`src/rtl/regfile_dump_unit.sv`:
```
// Debug dump reader: walks register-file indices through the rs port and
// streams (index, value) pairs over a valid/ready handshake.
module regfile_dump_unit #(
  parameter int NUM_REGS   = 32,
  parameter int ADDR_W     = 5,
  parameter int DATA_W     = 32,
  parameter int RD_LATENCY = 1
) (
  input  logic              i_clk,
  input  logic              i_rst,
  input  logic              i_start,
  input  logic              i_abort,
  output logic [ADDR_W-1:0] o_rd_addr,
  input  logic [DATA_W-1:0] i_rd_data,
  output logic              o_dump_valid,
  input  logic              i_dump_ready,
  output logic [ADDR_W-1:0] o_dump_idx,
  output logic [DATA_W-1:0] o_dump_data,
  output logic              o_busy,
  output logic              o_done
);

  localparam int WAIT_W = (RD_LATENCY > 0) ? $clog2(RD_LATENCY + 1) : 1;
  localparam logic [WAIT_W-1:0] LAT  = WAIT_W'(RD_LATENCY);
  localparam logic [ADDR_W-1:0] LAST = ADDR_W'(NUM_REGS - 1);

  typedef enum logic [1:0] {S_IDLE, S_RD, S_VALID, S_DONE} state_t;

  state_t              r_state, w_state;
  logic [ADDR_W-1:0]   r_idx,   w_idx;
  logic [WAIT_W-1:0]   r_wait,  w_wait;
  logic                r_valid, w_valid;
  logic [ADDR_W-1:0]   r_didx,  w_didx;
  logic [DATA_W-1:0]   r_ddata, w_ddata;
  logic                r_busy,  w_busy;
  logic                r_done,  w_done;
  logic                w_hs;

  always_ff @(posedge i_clk or negedge i_rst) begin
    if (!i_rst) begin
      r_state <= S_IDLE;
      r_idx   <= '0;
      r_wait  <= '0;
      r_valid <= 1'b0;
      r_didx  <= '0;
      r_ddata <= '0;
      r_busy  <= 1'b0;
      r_done  <= 1'b0;
    end else begin
      r_state <= w_state;
      r_idx   <= w_idx;
      r_wait  <= w_wait;
      r_valid <= w_valid;
      r_didx  <= w_didx;
      r_ddata <= w_ddata;
      r_busy  <= w_busy;
      r_done  <= w_done;
    end
  end

  always_comb begin
    w_state = r_state;
    w_idx   = r_idx;
    w_wait  = r_wait;
    w_valid = r_valid;
    w_didx  = r_didx;
    w_ddata = r_ddata;
    w_done  = 1'b0;
    w_hs    = r_valid & i_dump_ready;
    case (r_state)
      S_IDLE: begin
        if (i_start && !i_abort) begin
          w_state = S_RD;
          w_idx   = '0;
          w_wait  = '0;
        end
      end
      S_RD: begin
        if (i_abort) begin
          w_state = S_IDLE;
        end else if (r_wait == LAT) begin
          w_ddata = i_rd_data;
          w_didx  = r_idx;
          w_valid = 1'b1;
          w_state = S_VALID;
        end else begin
          w_wait = r_wait + WAIT_W'(1);
        end
      end
      S_VALID: begin
        // abort wins over a coinciding handshake: the pair is not consumed
        if (i_abort) begin
          w_state = S_IDLE;
          w_valid = 1'b0;
        end else if (w_hs) begin
          w_valid = 1'b0;
          if (r_idx == LAST) begin
            w_state = S_DONE;
          end else begin
            w_idx   = r_idx + ADDR_W'(1);
            w_wait  = '0;
            w_state = S_RD;
          end
        end
      end
      S_DONE: begin
        // two cycles here: the first raises done, the second returns to idle
        if (i_abort)      w_state = S_IDLE;
        else if (!r_done) w_done  = 1'b1;
        else              w_state = S_IDLE;
      end
      default: w_state = S_IDLE;
    endcase
    w_busy = (w_state != S_IDLE);
  end

  assign o_rd_addr    = r_idx;
  assign o_dump_valid = r_valid;
  assign o_dump_idx   = r_didx;
  assign o_dump_data  = r_ddata;
  assign o_busy       = r_busy;
  assign o_done       = r_done;

endmodule
```
`config.mk`:
```
export PLATFORM = sky130hd
export DESIGN_NAME = regfile_dump_unit
export DESIGN_NICKNAME = d
export VERILOG_FILES = /design/src/rtl/regfile_dump_unit.sv
export SDC_FILE = /design/constraint.sdc
export NUM_CORES = 1
export LEC_CHECK = 0
export CAP_MARGIN = 20
export CELL_PAD_IN_SITES_DETAIL_PLACEMENT = 0
export CELL_PAD_IN_SITES_GLOBAL_PLACEMENT = 2
export CORE_MARGIN = 2
export CORE_UTILIZATION = 27
export CTS_BUF_LIST = sky130_fd_sc_hd__clkbuf_4 sky130_fd_sc_hd__clkbuf_8 sky130_fd_sc_hd__clkbuf_16
export CTS_CLUSTER_SIZE = 28
export DETAILED_ROUTE_END_ITERATION = 12
export PLACE_DENSITY_LB_ADDON = 0.1
export SYNTH_ARGS = -nofsm -noshare
export SYNTH_HDL_FRONTEND = slang
export SYNTH_SLANG_ARGS = --single-unit
export TNS_END_PERCENT = 30
```
`constraint.sdc`:
```
create_clock -name i_clk -period 2.2 [get_ports i_clk]
set_input_delay 0.33 -clock i_clk [delete_from_list [all_inputs] [get_ports i_clk]]
set_output_delay 0.33 -clock i_clk [all_outputs]
set_load 0.01 [all_outputs]
```
==> results_dict.tcl, run 1 <==
set metrics [dict create \
    vias 1444 \
    status "complete, no violations" \
    synth_edf_count 0 \
    final_area_mm2 0.003028 \
    synth_warnings 0 \
    dr_wl_met3_um 333 \
    drv_slew 0 \
    netlist_instances 140 \
    synth.top_cell.area_share 0.6150 \
    die_w_um 89.05 \
    vias_per_cell 4.416 \
    port_buffers 81 \
    finalNetCount 266 \
    ant_nets 0 \
    synthesis.area_mm2 0.001953 \
    cap_violations 0 \
    grt_pass1_vias 1399 \
    drt-met1-wl_um 1810 \
    antenna_found_initial 0 \
    hpwl_um 3246 \
    synth_area_leaders "dfrtp_1 61%, mux2_2 21%, o21ai_0 2.0%" \
    postCtsSetupBuffers 0 \
    rsz0062_at_grt "false" \
    synth_top_area_cell "dfrtp_1" \
    seq_area_mm2 0.001201 \
    fillers 683 \
    htree_levels 2 \
    rows 31 \
    synth_seq_cells 48 \
    dieArea_mm2 0.007930 \
    slew_headroom 0.5887 \
    post_drt_wl_per_cell_um 13.33 \
    worstPathRequired_ps 2360 \
    grt_pass1_wl_um 6672 \
    period_share 0.9046 \
    cts-root-buf "clkbuf_8" \
    cts_resized 0 \
    drc 0 \
    ios 82 \
    syn_nets 179 \
    avgSynthCellArea_um2 13.95 \
    place_congestion 0.8129 \
    tns_ps 0 \
    grt_max_degree 38 \
    wl_met2_um 2147 \
    final-hold-violation-count 0 \
    pwr_density_cell_mw_per_mm2 1142 \
    min_period_ps 1990 \
    synth.most_common_cell "dfrtp_1" \
    drt_wl_total_um 4360 \
    ys.flop_type "dfrtp_1" \
    ir_worst_vdd_v 0.0004002 \
    cts_tree "built" \
    layout-drive-gt1-share 0.2368 \
    cts_sinks 48 \
    hold_class "input port to asynchronous set/reset pin" \
    numCtsBuffers 5 \
    multi_input_area_um2 700.7 \
    drtPass1Iterations 4 \
    critPathLaunchType "register" \
    arrival_ps 2150 \
    clock_skew_ps 7.759 \
    overflow 0 \
    worst_slew_pin_slew_ps 617.0 \
    setup_viol 0 \
    worstSetupPathType "register to register" \
    p_leak_nw 1.277 \
    clk_latency_ps 290 \
    holdBufCountCts 0 \
    core_mm2 0.007137 \
    seq_area_frac_synth 0.6150 \
    antennaDiodeCount 0 \
    syn2layout_area_growth_pct 55.03 \
    fp.dieH_um 89.05 \
    cp-end-kind "register" \
    placed_cell_area_mm2 0.002917 \
    path_clk_slew_ps 80 \
    async_reset_ff_frac 1.000 \
    drt_iter0_drc 40 \
    max_freq_mhz 502.5 \
    ctsLongestPathBuffers 2 \
    dr.max_layer_used "met4" \
    grt_usage 0.1097 \
    initial_core_util 0.2737 \
    yosys.cell_types.count 29 \
    ys_top_cells_by_count "48 x dfrtp_1, 37 x mux2_2, 8 x o21ai_0" \
    cp_max_fo 5 \
]
worst max-delay path, cell delays in order (launching register included):
cell	delay [ps]
dfrtp_1	390
ha_1	220
and3_1	170
ha_1	170
nand3b_1	240
buf_4	210
o311ai_0	330
o31ai_1	130
cells in the final DEF, fill, tap and decap left out, types with 3 or more instances in the layout:
| cell type | n |
|---|---|
| buf_4 | 3 |
| inv_1 | 6 |
| o21ai_0 | 8 |
| dfrtp_1 | 48 |
| o211ai_1 | 3 |
| clkbuf_8 | 5 |
| clkdlybuf4s50_1 | 80 |
| mux2_2 | 37 |
| and3_1 | 3 |
area by class of cell:
type | instances | area share
well taps | 99 | 0.04091
inverters | 6 | 0.007438
multi-input cells | 80 | 0.2314
flip-flops and latches | 48 | 0.3967
repair buffers | 86 | 0.2868
clock buffers | 6 | 0.02521
clock inverters | 2 | 0.01157
registers in the layout, summed over array words and instances, names as in the netlist:
signal        flops
o_dump_data      32
o_dump_valid      1
o_done            1
o_busy            1
o_dump_idx        5
o_rd_addr         5
r_wait            1
r_state           2
metrics by stage:
stage	setup WS [ps]	power (mW)	instances	utilization	hold WS, ps
after detailed placement	125.4	2.871	319	0.4087	383.4
after CTS	207.9	3.515	327	0.4243	61.14
after global placement	168.2	2.835	319	0.4087	365.7
after global routing	86.04	3.683	327	0.4243	71.56
final	210.0	3.458	327	0.4243	44.02
after floorplan	233.8	2.009	140	-	34.41
layer usage:
metal	up-vias	track usage
met5	-	0
met4	0	0.04342
met3	8	0.03139
met2	60	0.1825
met1	704	0.1349
li1	672	-
worst paths after layout:
path / cells past startpoint / slack, ps / startpoint / end
hold reg to reg: 1 / 510 / o_dump_data[6] / o_dump_data[6]
hold / removal: 1 / 40 / i_rst / o_dump_data[6]
max in group asynchronous: 2 / 1610 / i_rst / o_dump_data[14]
min in group i_clk: 1 / 510 / o_dump_data[6] / o_dump_data[6]
setup reg to reg: 7 / 210 / o_rd_addr[0] / o_rd_addr[2]
setup / recovery: 7 / 210 / o_rd_addr[0] / o_rd_addr[2]
kinds of logic (layout without fill, tap and decap cells):
| kind of cell | count (synthesis) | after routing | synth area share |
|---|---|---|---|
| mux | 37 | 37 | 0.2133 |
| flops | 48 | 48 | 0.6150 |
| fa+ha+maj | 2 | 2 | 0.01281 |
| compound gates | 22 | 22 | 0.07304 |
| buf+inv | 12 | 100 | 0.02626 |
| simple gates | 19 | 19 | 0.05959 |
report_power, final:
group / switching (mW) / internal [mW] / total (mW)
logic: 0.501 / 0.912 / 1.41
clock network: 0.280 / 0.350 / 0.630
registers: 0.195 / 1.22 / 1.41
total: 0.976 / 2.48 / 3.46
Power figures use the tool's default switching activity.
==> run 2, diff against run 1 <==
Settings changed: ABC_AREA from default to 0.
==> results of run 2 <==
The final DEF is identical to that of run 1; final timing and power are the same.
==> run 3, diff against run 2 <==
Settings changed: SETUP_SLACK_MARGIN from default to 0.1.
==> run 3 against run 2 <==
Against the previous run: die area unchanged; global-route usage unchanged; critical path depth unchanged; clock power about the same; setup slack improved by 43 ps; wire length increased by 0.18%; sequential share of layout area decreased by 0.098 points; register-to-register slack improved by 40 ps; flip-flop and latch count unchanged; cell count increased by 0.31%; via count decreased by 0.14%; critical path type unchanged; largest cell class unchanged.
==> results_dict.tcl, run 3 (synthesis gave the netlist of run 1 again) <==
set metrics [dict create \
    period_share 0.8850 \
    hpwl_um 3246 \
    pre_cts_slack_ps 125.4 \
    grt_usage 0.1097 \
    finalNetCount 267 \
    final-hold-violation-count 0 \
    final_util 0.4253 \
    hold_class "input port to asynchronous set/reset pin" \
    antenna_found_initial 0 \
    rsz0062_at_grt "false" \
    worst_slew_pin_slew_ps 615.4 \
    power.total_mw 3.466 \
    finalWorstSetupSlack_ps 253.0 \
    reg2reg_slack_ps 250 \
    arrival_ps 2110 \
    pwr_density_cell_mw_per_mm2 1142 \
    cp-end-kind "register" \
    drc 0 \
    setup_viol 0 \
    intPower_mw 2.488 \
    cp_max_fo 5 \
    drt_wl_total_um 4368 \
    grt_pass1_wl_um 6672 \
    rows 31 \
    overflow 0 \
    initial_core_util 0.2737 \
    mostFrequentLayoutCells "80 x clkdlybuf4s50_1, 48 x dfrtp_1, 37 x mux2_2" \
    ir_worst_vdd_v 0.0004019 \
    switching_power_mw 0.9782 \
    die_w_um 89.05 \
    worstSetupPathType "register to register" \
    htree_levels 2 \
    grt_max_degree 38 \
    cts_sinks 48 \
    ios 82 \
    critical-path-slowest-cell "dfrtp_1" \
    vias_per_cell 4.396 \
    min_period_ps 1947 \
    cts_tree "built" \
    tns_ps 0 \
    crit_top_cell "ha_1" \
    drv_slew 0 \
    largest_register_ffs 32 \
    clk_latency_ps 290 \
    path_clk_slew_ps 80 \
    place_congestion 0.8129 \
    cp_slowest_stage_delay_ps 390 \
    p_leak_nw 1.281 \
    grt_pass1_vias 1399 \
    dieArea_mm2 0.007930 \
    final_common_cell "clkdlybuf4s50_1" \
    slew_headroom 0.5897 \
    numCtsBuffers 5 \
    status "complete, no violations" \
    vias 1442 \
    cts-root-buf "clkbuf_8" \
    ant_nets 0 \
    combPwrFrac 0.410 \
    drtPass1Iterations 4 \
    port_buffers 81 \
    pwr-share-clk 0.182 \
    cap_violations 0 \
    ctsLongestPathBuffers 2 \
    antennaDiodeCount 0 \
    seqPwrFrac 0.408 \
    worstPathRequired_ps 2360 \
    core_mm2 0.007137 \
    clock_skew_ps 7.228 \
    fp.dieH_um 89.05 \
    critPathLaunchType "register" \
    post_drt_wl_per_cell_um 13.32 \
    syn2layout_area_growth_pct 55.41 \
    crit_chain "ha_1 -> and3_1 -> ha_1 -> nand3b_1 -> buf_4 -> o311ai_0 -> o31ai_1" \
    max_freq_mhz 513.6 \
    switching_share 0.2822 \
    drt_iter0_drc 43 \
    layout-drive-gt1-share 0.2402 \
]
## run 3: changes by cell type in the layout (fill, tap and decap cells not counted)
cell / change
buf_4: +1
## run 3: final cells by class
type / instances / area (µm²)
inverter: 6 / 22.52
multi-input combinational: 80 / 700.7
clock buffer: 6 / 76.32
clock inverter: 2 / 35.03
fill: 683 / 4101
timing repair buffer: 87 / 875.8
tap: 99 / 123.9
sequential: 48 / 1201
## run 3: per-layer routing
metal / vias up / global-route usage / routed length (µm) / share of wire
met1: 705 / 0.1349 / 1844 / 0.42
met2: 55 / 0.1825 / 2133 / 0.49
li1: 674 / - / - / -
met3: 8 / 0.03139 / 319 / 0.073
met5: - / 0 / 0 / 0
met4: 0 / 0.04342 / 70 / 0.016
## run 3: what timing repair did
action                     CTS  global route
setup endpoints to repair    0             1
setup buffers                0             1
hold buffers                 0             0
resized for setup            0             0
## run 3: worst max-delay path, delay by kind of cell, from the launching register on
family / cells / cell delay (ps)
AO/OA/AOI/OAI: 2 / 470
adder cells (fa/ha/maj): 2 / 390
buffers and inverters: 1 / 190
flip-flops: 1 / 390
AND/OR/NAND/NOR: 2 / 380
## run 3: final timing paths
check	start	endpoint	cells after the start
setup / recovery	o_rd_addr[0]	o_rd_addr[2]	7
hold / removal	i_rst	o_dump_data[6]	1
setup reg to reg	o_rd_addr[0]	o_rd_addr[2]	7
hold reg to reg	o_dump_data[6]	o_dump_data[6]	1
max in group asynchronous	i_rst	o_dump_data[14]	2
min in group i_clk	o_dump_data[6]	o_dump_data[6]	1
## run 3: power groups by stage
stage               Combinational, mW  Sequential (mW)  Clock, mW
global placement                 1.41             1.42          0
CTS                              1.43             1.42      0.661
detailed placement               1.43             1.44          0
floorplan                       0.440             1.57          0
global route                     1.54             1.46      0.691
finish                           1.42             1.41      0.631
## run 3: metrics by stage
step	hold WS (ps)	instances	cell area, µm²
4_1_cts	61.14	327	3028
3_3_place_gp	365.7	319	2917
2_1_floorplan	34.41	140	1953
6_report	43.25	328	3035
5_1_grt	71.56	328	3035
3_5_place_dp	383.4	319	2917
